## src/rtl/layer_ctrl_pkg.sv

```systemverilog
// Shared types and helpers for the per-layer control sequencer (control_layer_seq).
package layer_ctrl_pkg;

  typedef enum logic [1:0] {
    ST_IDLE  = 2'd0,
    ST_SCAN  = 2'd1,
    ST_DRAIN = 2'd2
  } layer_state_t;

  // Next pool position along one axis; wraps to 0 after the last index.
  function automatic int unsigned pool_step(input int unsigned pos, input int unsigned last);
    return (pos >= last) ? 32'd0 : pos + 32'd1;
  endfunction

endpackage

```

## src/rtl/valid_delay_line.sv

```systemverilog
// Shift-register valid chain: taps[i] is din delayed i+1 cycles, last is the deepest tap.
module valid_delay_line #(
  parameter int DEPTH = 4
) (
  input  logic             clk,
  input  logic             rst,
  input  logic             din,
  output logic [DEPTH-1:0] taps,
  output logic             last
);

  if (DEPTH == 1) begin : g_one
    always_ff @(posedge clk) begin
      if (!rst) taps <= '0;
      else      taps <= din;
    end
  end else begin : g_many
    always_ff @(posedge clk) begin
      if (!rst) taps <= '0;
      else      taps <= {taps[DEPTH-2:0], din};
    end
  end

  assign last = taps[DEPTH-1];

endmodule

```

## src/rtl/control_layer_seq.sv

```systemverilog
// Per-layer control sequencer: padded scan, window valid, conv/bias valid chains, 2x2 pool strobes.
// Optional protocol checker on err is built only when CTRL_LAYER_PROTO_CHECK_EN is defined.
//
//   state    | meaning
//   ST_IDLE  | waiting for start; no beats, counters at 0
//   ST_SCAN  | walking the padded frame row-major, one beat per pad cycle or accepted pixel
//   ST_DRAIN | scan finished; waiting for valid chains and pool output to empty
module control_layer_seq
  import layer_ctrl_pkg::*;
#(
  parameter int WIDTH    = 5,
  parameter int HEIGHT   = 5,
  parameter int PAD      = 1,
  parameter int CONV_LAT = 4,
  parameter int BIAS_LAT = 6,
  parameter int POOL     = 1,
  parameter int CNT_W    = 16
) (
  input  logic                clk,
  input  logic                rst,
  input  logic                start,
  input  logic                valid_in,
  output logic                in_ready,
  output logic                padding_valid,
  output logic [CNT_W-1:0]    counter_col,
  output logic [CNT_W-1:0]    counter_row,
  output logic                valid_in_pipeline2D,
  output logic [CONV_LAT-1:0] valid_pipeline2D,
  output logic                valid_in_bias,
  output logic [BIAS_LAT-1:0] valid_pipeline_bias,
  output logic                valid_in_maxpooling,
  output logic                valid_in_max,
  output logic                valid_in_max1,
  output logic                valid_out,
  output logic                busy,
  output logic                frame_done,
  output logic                err
);

  localparam int PW = WIDTH + 2 * PAD;
  localparam int PH = HEIGHT + 2 * PAD;
  localparam int unsigned OW_LAST_U = PW - 3;
  localparam int unsigned OH_LAST_U = PH - 3;

  localparam logic [CNT_W-1:0] ONE       = CNT_W'(1);
  localparam logic [CNT_W-1:0] TWO       = CNT_W'(2);
  localparam logic [CNT_W-1:0] COL_LAST  = CNT_W'(PW - 1);
  localparam logic [CNT_W-1:0] ROW_LAST  = CNT_W'(PH - 1);
  localparam logic [CNT_W-1:0] PAD_LO    = CNT_W'(PAD);
  localparam logic [CNT_W-1:0] COL_PAD_HI = CNT_W'(PW - PAD);
  localparam logic [CNT_W-1:0] ROW_PAD_HI = CNT_W'(PH - PAD);
  localparam logic [CNT_W-1:0] OW_LAST   = CNT_W'(PW - 3);

  function automatic logic pad_at(input logic [CNT_W-1:0] r, input logic [CNT_W-1:0] c);
    return (r < PAD_LO) || (r >= ROW_PAD_HI) || (c < PAD_LO) || (c >= COL_PAD_HI);
  endfunction

  layer_state_t     state, state_nx;
  logic [CNT_W-1:0] col_nx, row_nx;
  logic             beat, last_beat, window, chains_empty, pool_strobe;

  // padding_valid/in_ready already describe the pending position, so a beat needs no decode here.
  assign beat      = (state == ST_SCAN) && (padding_valid || valid_in);
  assign last_beat = beat && (counter_row == ROW_LAST) && (counter_col == COL_LAST);
  assign window    = beat && (counter_row >= TWO) && (counter_col >= TWO);

  assign chains_empty = !valid_in_pipeline2D && !(|valid_pipeline2D) &&
                        !(|valid_pipeline_bias) && !valid_out;

  always_comb begin
    state_nx = state;
    col_nx   = counter_col;
    row_nx   = counter_row;
    case (state)
      ST_IDLE: if (start) state_nx = ST_SCAN;
      ST_SCAN: begin
        if (last_beat) begin
          state_nx = ST_DRAIN;
          col_nx   = '0;
          row_nx   = '0;
        end else if (beat) begin
          if (counter_col == COL_LAST) begin
            col_nx = '0;
            row_nx = counter_row + ONE;
          end else begin
            col_nx = counter_col + ONE;
          end
        end
      end
      ST_DRAIN: if (chains_empty) state_nx = ST_IDLE;
      default:  state_nx = ST_IDLE;
    endcase
  end

  always_ff @(posedge clk) begin
    if (!rst) begin
      state               <= ST_IDLE;
      counter_col         <= '0;
      counter_row         <= '0;
      padding_valid       <= 1'b0;
      in_ready            <= 1'b0;
      busy                <= 1'b0;
      frame_done          <= 1'b0;
      valid_in_pipeline2D <= 1'b0;
      valid_out           <= 1'b0;
    end else begin
      state               <= state_nx;
      counter_col         <= col_nx;
      counter_row         <= row_nx;
      padding_valid       <= (state_nx == ST_SCAN) && pad_at(row_nx, col_nx);
      in_ready            <= (state_nx == ST_SCAN) && !pad_at(row_nx, col_nx);
      busy                <= (state_nx != ST_IDLE);
      frame_done          <= (state == ST_DRAIN) && chains_empty;
      valid_in_pipeline2D <= window;
      valid_out           <= pool_strobe;
    end
  end

  valid_delay_line #(.DEPTH(CONV_LAT)) u_conv_chain (
    .clk  (clk),
    .rst  (rst),
    .din  (valid_in_pipeline2D),
    .taps (valid_pipeline2D),
    .last (valid_in_bias)
  );

  valid_delay_line #(.DEPTH(BIAS_LAT)) u_bias_chain (
    .clk  (clk),
    .rst  (rst),
    .din  (valid_in_bias),
    .taps (valid_pipeline_bias),
    .last (valid_in_maxpooling)
  );

  if (POOL != 0) begin : g_pool
    logic [CNT_W-1:0] pool_col, pool_row;

    // Odd trailing column/row is still counted so the next row starts aligned.
    always_ff @(posedge clk) begin
      if (!rst) begin
        pool_col <= '0;
        pool_row <= '0;
      end else if (valid_in_maxpooling) begin
        pool_col <= CNT_W'(pool_step(32'(pool_col), OW_LAST_U));
        if (pool_col == OW_LAST)
          pool_row <= CNT_W'(pool_step(32'(pool_row), OH_LAST_U));
      end
    end

    assign valid_in_max  = valid_in_maxpooling & pool_col[0];
    assign valid_in_max1 = valid_in_max & pool_row[0];
    assign pool_strobe   = valid_in_max1;
  end else begin : g_bypass
    assign valid_in_max  = 1'b0;
    assign valid_in_max1 = 1'b0;
    assign pool_strobe   = valid_in_maxpooling;
  end

`ifdef CTRL_LAYER_PROTO_CHECK_EN
  always_ff @(posedge clk) begin
    if (!rst)
      err <= 1'b0;
    else if (((state == ST_SCAN) && valid_in && !in_ready) || (start && (state != ST_IDLE)))
      err <= 1'b1;
  end
`else
  assign err = 1'b0;
`endif

endmodule

```

## config.mk

```make
export PLATFORM = sky130hd
export DESIGN_NAME = control_layer_seq
export DESIGN_NICKNAME = d
export VERILOG_FILES = /design/src/rtl/layer_ctrl_pkg.sv /design/src/rtl/valid_delay_line.sv /design/src/rtl/control_layer_seq.sv
export SDC_FILE = /design/constraint.sdc
export NUM_CORES = 1
export LEC_CHECK = 0
export CORE_UTILIZATION = 37
export CTS_BUF_LIST = sky130_fd_sc_hd__clkbuf_2 sky130_fd_sc_hd__clkbuf_4 sky130_fd_sc_hd__clkbuf_8
export CTS_CLUSTER_DIAMETER = 60
export DETAILED_ROUTE_END_ITERATION = 16
export PLACE_DENSITY_LB_ADDON = 0.08
export SKIP_LAST_GASP = 1
export SYNTH_ARGS = -nofsm -noshare
export SYNTH_HDL_FRONTEND = slang
export SYNTH_SLANG_ARGS = --single-unit
```

## constraint.sdc

```tcl
create_clock -name clk -period 7.1 [get_ports clk]
set_input_delay 1.065 -clock clk [delete_from_list [all_inputs] [get_ports clk]]
set_output_delay 1.065 -clock clk [all_outputs]
set_load 0.05 [all_outputs]
```

==> impl_metrics.csv <==
group,metric,value,unit
status,status,"complete, no violations",
placed_design,dp_hpwl,7180,µm
yosys,syn-cell-area,4040,µm²
critical_path,cp.required,7.34,ns
clock_network,cts-root-buf,"clkbuf_8",
critical_path,end_kind,"flip-flop",
floorplanning,die-area,11300,µm²
critical_path,arrival,3.60,ns
drt,top_layer_used,"met4",
yosys,synth_edf_count,0,
worst_hold_path,min_path_type,"flip-flop to flip-flop",
sta,rsz0062_at_grt,"no",
finish,finalNetCount,539,
job,max_cap_viol_count,0,
drt,drt_pre_antenna_iters,5,
sta,fin_skew,0.0167,ns
global_route,grt_pass1_wl,16400,µm
yosys,synth_area_leaders,"dfxtp_1 41%, nor2_1 5.8%, xnor2_1 3.7%",
clock_network,clk_pin_slew,0.10,ns
yosys,async_reset_ff_share,0,%
drt,detail-route-antenna-nets,0,
pwr,powerDensity,168,nW/µm²
yosys,yosysSeqAreaShare,40.7,%
global_route,grtUsageTotal,18.3,%
clock_network,ctsResizeCount,0,
global_route,gr-total-overflow,0,
yosys,yosysWarningCount,0,
clock_network,clkLatencyLatePin,0.36,ns
global_route,grt_pass1_vias,3245,
placed_design,place_inst,652,
finish,drive_above_1_share,6.02,%
pwr,p_leak,1.71,nW
floorplanning,row_count,37,
global_route,grt_max_degree,40,
sta,hold_violations,0,
yosys,synth_top_area_cell,"dfxtp_1",
clock_network,cts_max_path_buffers,2,
critical_path,r2r_cells,8,
yosys,yosys-top-cells-count,"82 x dfxtp_1, 62 x nor2_1, 35 x nand2_1",
clock_network,cts_setup_buffers,0,
sta,fin_crit_sh,47.3,%
finish,instances_no_fill,668,
drt,drc,0,
critical_path,startpoint_type,"input port",
yosys,syn_nets,493,
yosys,synth.most_common_cell,"dfxtp_1",
yosys,synthFlopType,"dfxtp_1",
drt,route.met3.wl,528,µm
yosys,synth_top_area_share,40.7,%
drt,dr_total_vias,3579,
pwr,peakVddDrop,72.6,µV
sta,max_freq,298,MHz
clock_network,clock-sinks,82,
sta,timing.setup.tns,0,ns
floorplanning,start_util,38.6,%
critical_path,reg2reg_from,"counter_col[1]",
drt,viasPerCell,5.36,
drt,met2_length,4220,µm
critical_path,path_class,"input port to flip-flop",
clock_network,cts_buffers,9,
finish,num_antenna_cells,0,
finish,area_growth,20.0,%
floorplanning,dieHeight,106,µm
drt,drt_iter0_drc,184,
placed_design,io_buffers,55,
sta,max_slew_margin,51.9,%
critical_path,cp-endpoint,"padding_valid",
sta,slew_violations,0,
drt,wl_per_cell,14.8,µm
sta,tightestPinTransition,0.722,ns
sta,period_needed,3.36,ns
yosys,synth_cells,481,
sta,setup_violations,0,
clock_network,cts_tree,"done",
floorplanning,pin_count,57,
yosys,synth_cell_type_count,60,
clock_network,hold_buffers,0,
yosys,synth_seq_cells,82,
yosys,avgSynthCellArea,8.39,µm²
critical_path,r2r_setup_slack,4.20,ns
clock_network,cts_max_level,3,
critical_path,critPathLaunch,"valid_in",
global_route,antenna_found_initial,0,
placed_design,place.gp.congestion,0.894,
critical_path,reg2reg_to,"padding_valid",
critical_path,worst-path-max-fanout,16,
drt,met1_length,5070,µm
drt,wl,9910,µm
floorplanning,fp.dieW,106,µm
floorplanning,coreArea,10500,µm²
[layout by cell type (no fill, tap or decap), types with 17 or more instances in the layout]
master / count
nor2_1: 62
nor3_1: 20
nand2_1: 35
a21oi_1: 18
clkdlybuf4s50_1: 55
dfxtp_1: 82
and2_1: 22
and3_1: 19
xnor2_1: 17
[final cells by class]
cell class | instances | area, µm²
repair buffers | 57 | 566
multi-input cells | 361 | 2220
inverters | 16 | 60.1
fillers | 1112 | 5620
well taps | 136 | 170
clock buffers | 10 | 131
clock inverters | 6 | 51.3
flip-flops and latches | 82 | 1640
[worst max-delay path, stage by stage]
cell             delay [ns]
clkdlybuf4s50_1        0.45
o21ai_2                0.61
nor2_4                 0.20
nor4b_1                0.33
o2111ai_1              0.15
or4_4                  0.51
o31a_1                 0.28
[how the worst min path moves through the flow]
stage                                    start  slack [ns]                    to  cells after the start
after floorplan            g_pool.pool_col[15]        0.44   g_pool.pool_col[15]                      2
after global placement     g_pool.pool_row[15]        0.46   g_pool.pool_row[15]                      2
after detailed placement   g_pool.pool_row[15]        0.47   g_pool.pool_row[15]                      2
after CTS                  g_pool.pool_col[15]        0.49   g_pool.pool_col[15]                      2
after global routing      u_bias_chain.taps[0]        0.51  u_bias_chain.taps[1]                      1
final                     u_bias_chain.taps[0]        0.48  u_bias_chain.taps[1]                      1
[layer usage]
metal  GRT usage, %  up-vias
met5              0        -
met4           5.28        0
met3           3.74        9
met2           26.9      107
met1           26.7     1674
li1               -     1789
[cell families (layout without fill, tap and decap cells)]
kind of cell | Yosys count | after routing | synth area share (%)
other | 1 | 1 | 0.0929
flip-flops | 82 | 82 | 40.7
buffers and inverters | 38 | 89 | 4.22
XOR/XNOR | 31 | 31 | 6.73
adder cells (fa/ha/maj) | 8 | 8 | 2.48
multiplexers | 6 | 6 | 1.61
AO/OA/AOI/OAI | 65 | 65 | 10.6
AND/OR/NAND/NOR | 250 | 250 | 33.6
[registers in the layout (all words and copies together) (netlist names), 2 cells and up]
name               flops
g_pool.pool_col       16
state                  2
g_pool.pool_row       16
u_conv_chain.taps      4
u_bias_chain.taps      6
counter_col           16
counter_row           16
[stage by stage]
stage	hold slack, ns	util (%)	cell area [µm²]	worst slack (ns)	total power [mW]
after floorplan	0.438	-	4040	3.95	0.496
after global placement	0.463	44.5	4660	3.42	0.507
after detailed placement	0.472	44.5	4660	3.37	0.507
after CTS	0.493	46.3	4840	3.74	0.827
after global routing	0.506	46.3	4840	3.66	0.853
final	0.480	46.3	4840	3.74	0.813
[where the power goes]
group / internal, mW / switching (mW) / leakage, nW
logic: 0.00983 / 0.0220 / 0.967
registers: 0.461 / 0.00258 / 0.661
clock network: 0.135 / 0.182 / 0.0844
total: 0.606 / 0.207 / 1.71
Note: power is estimated with default switching activity, not from simulation.
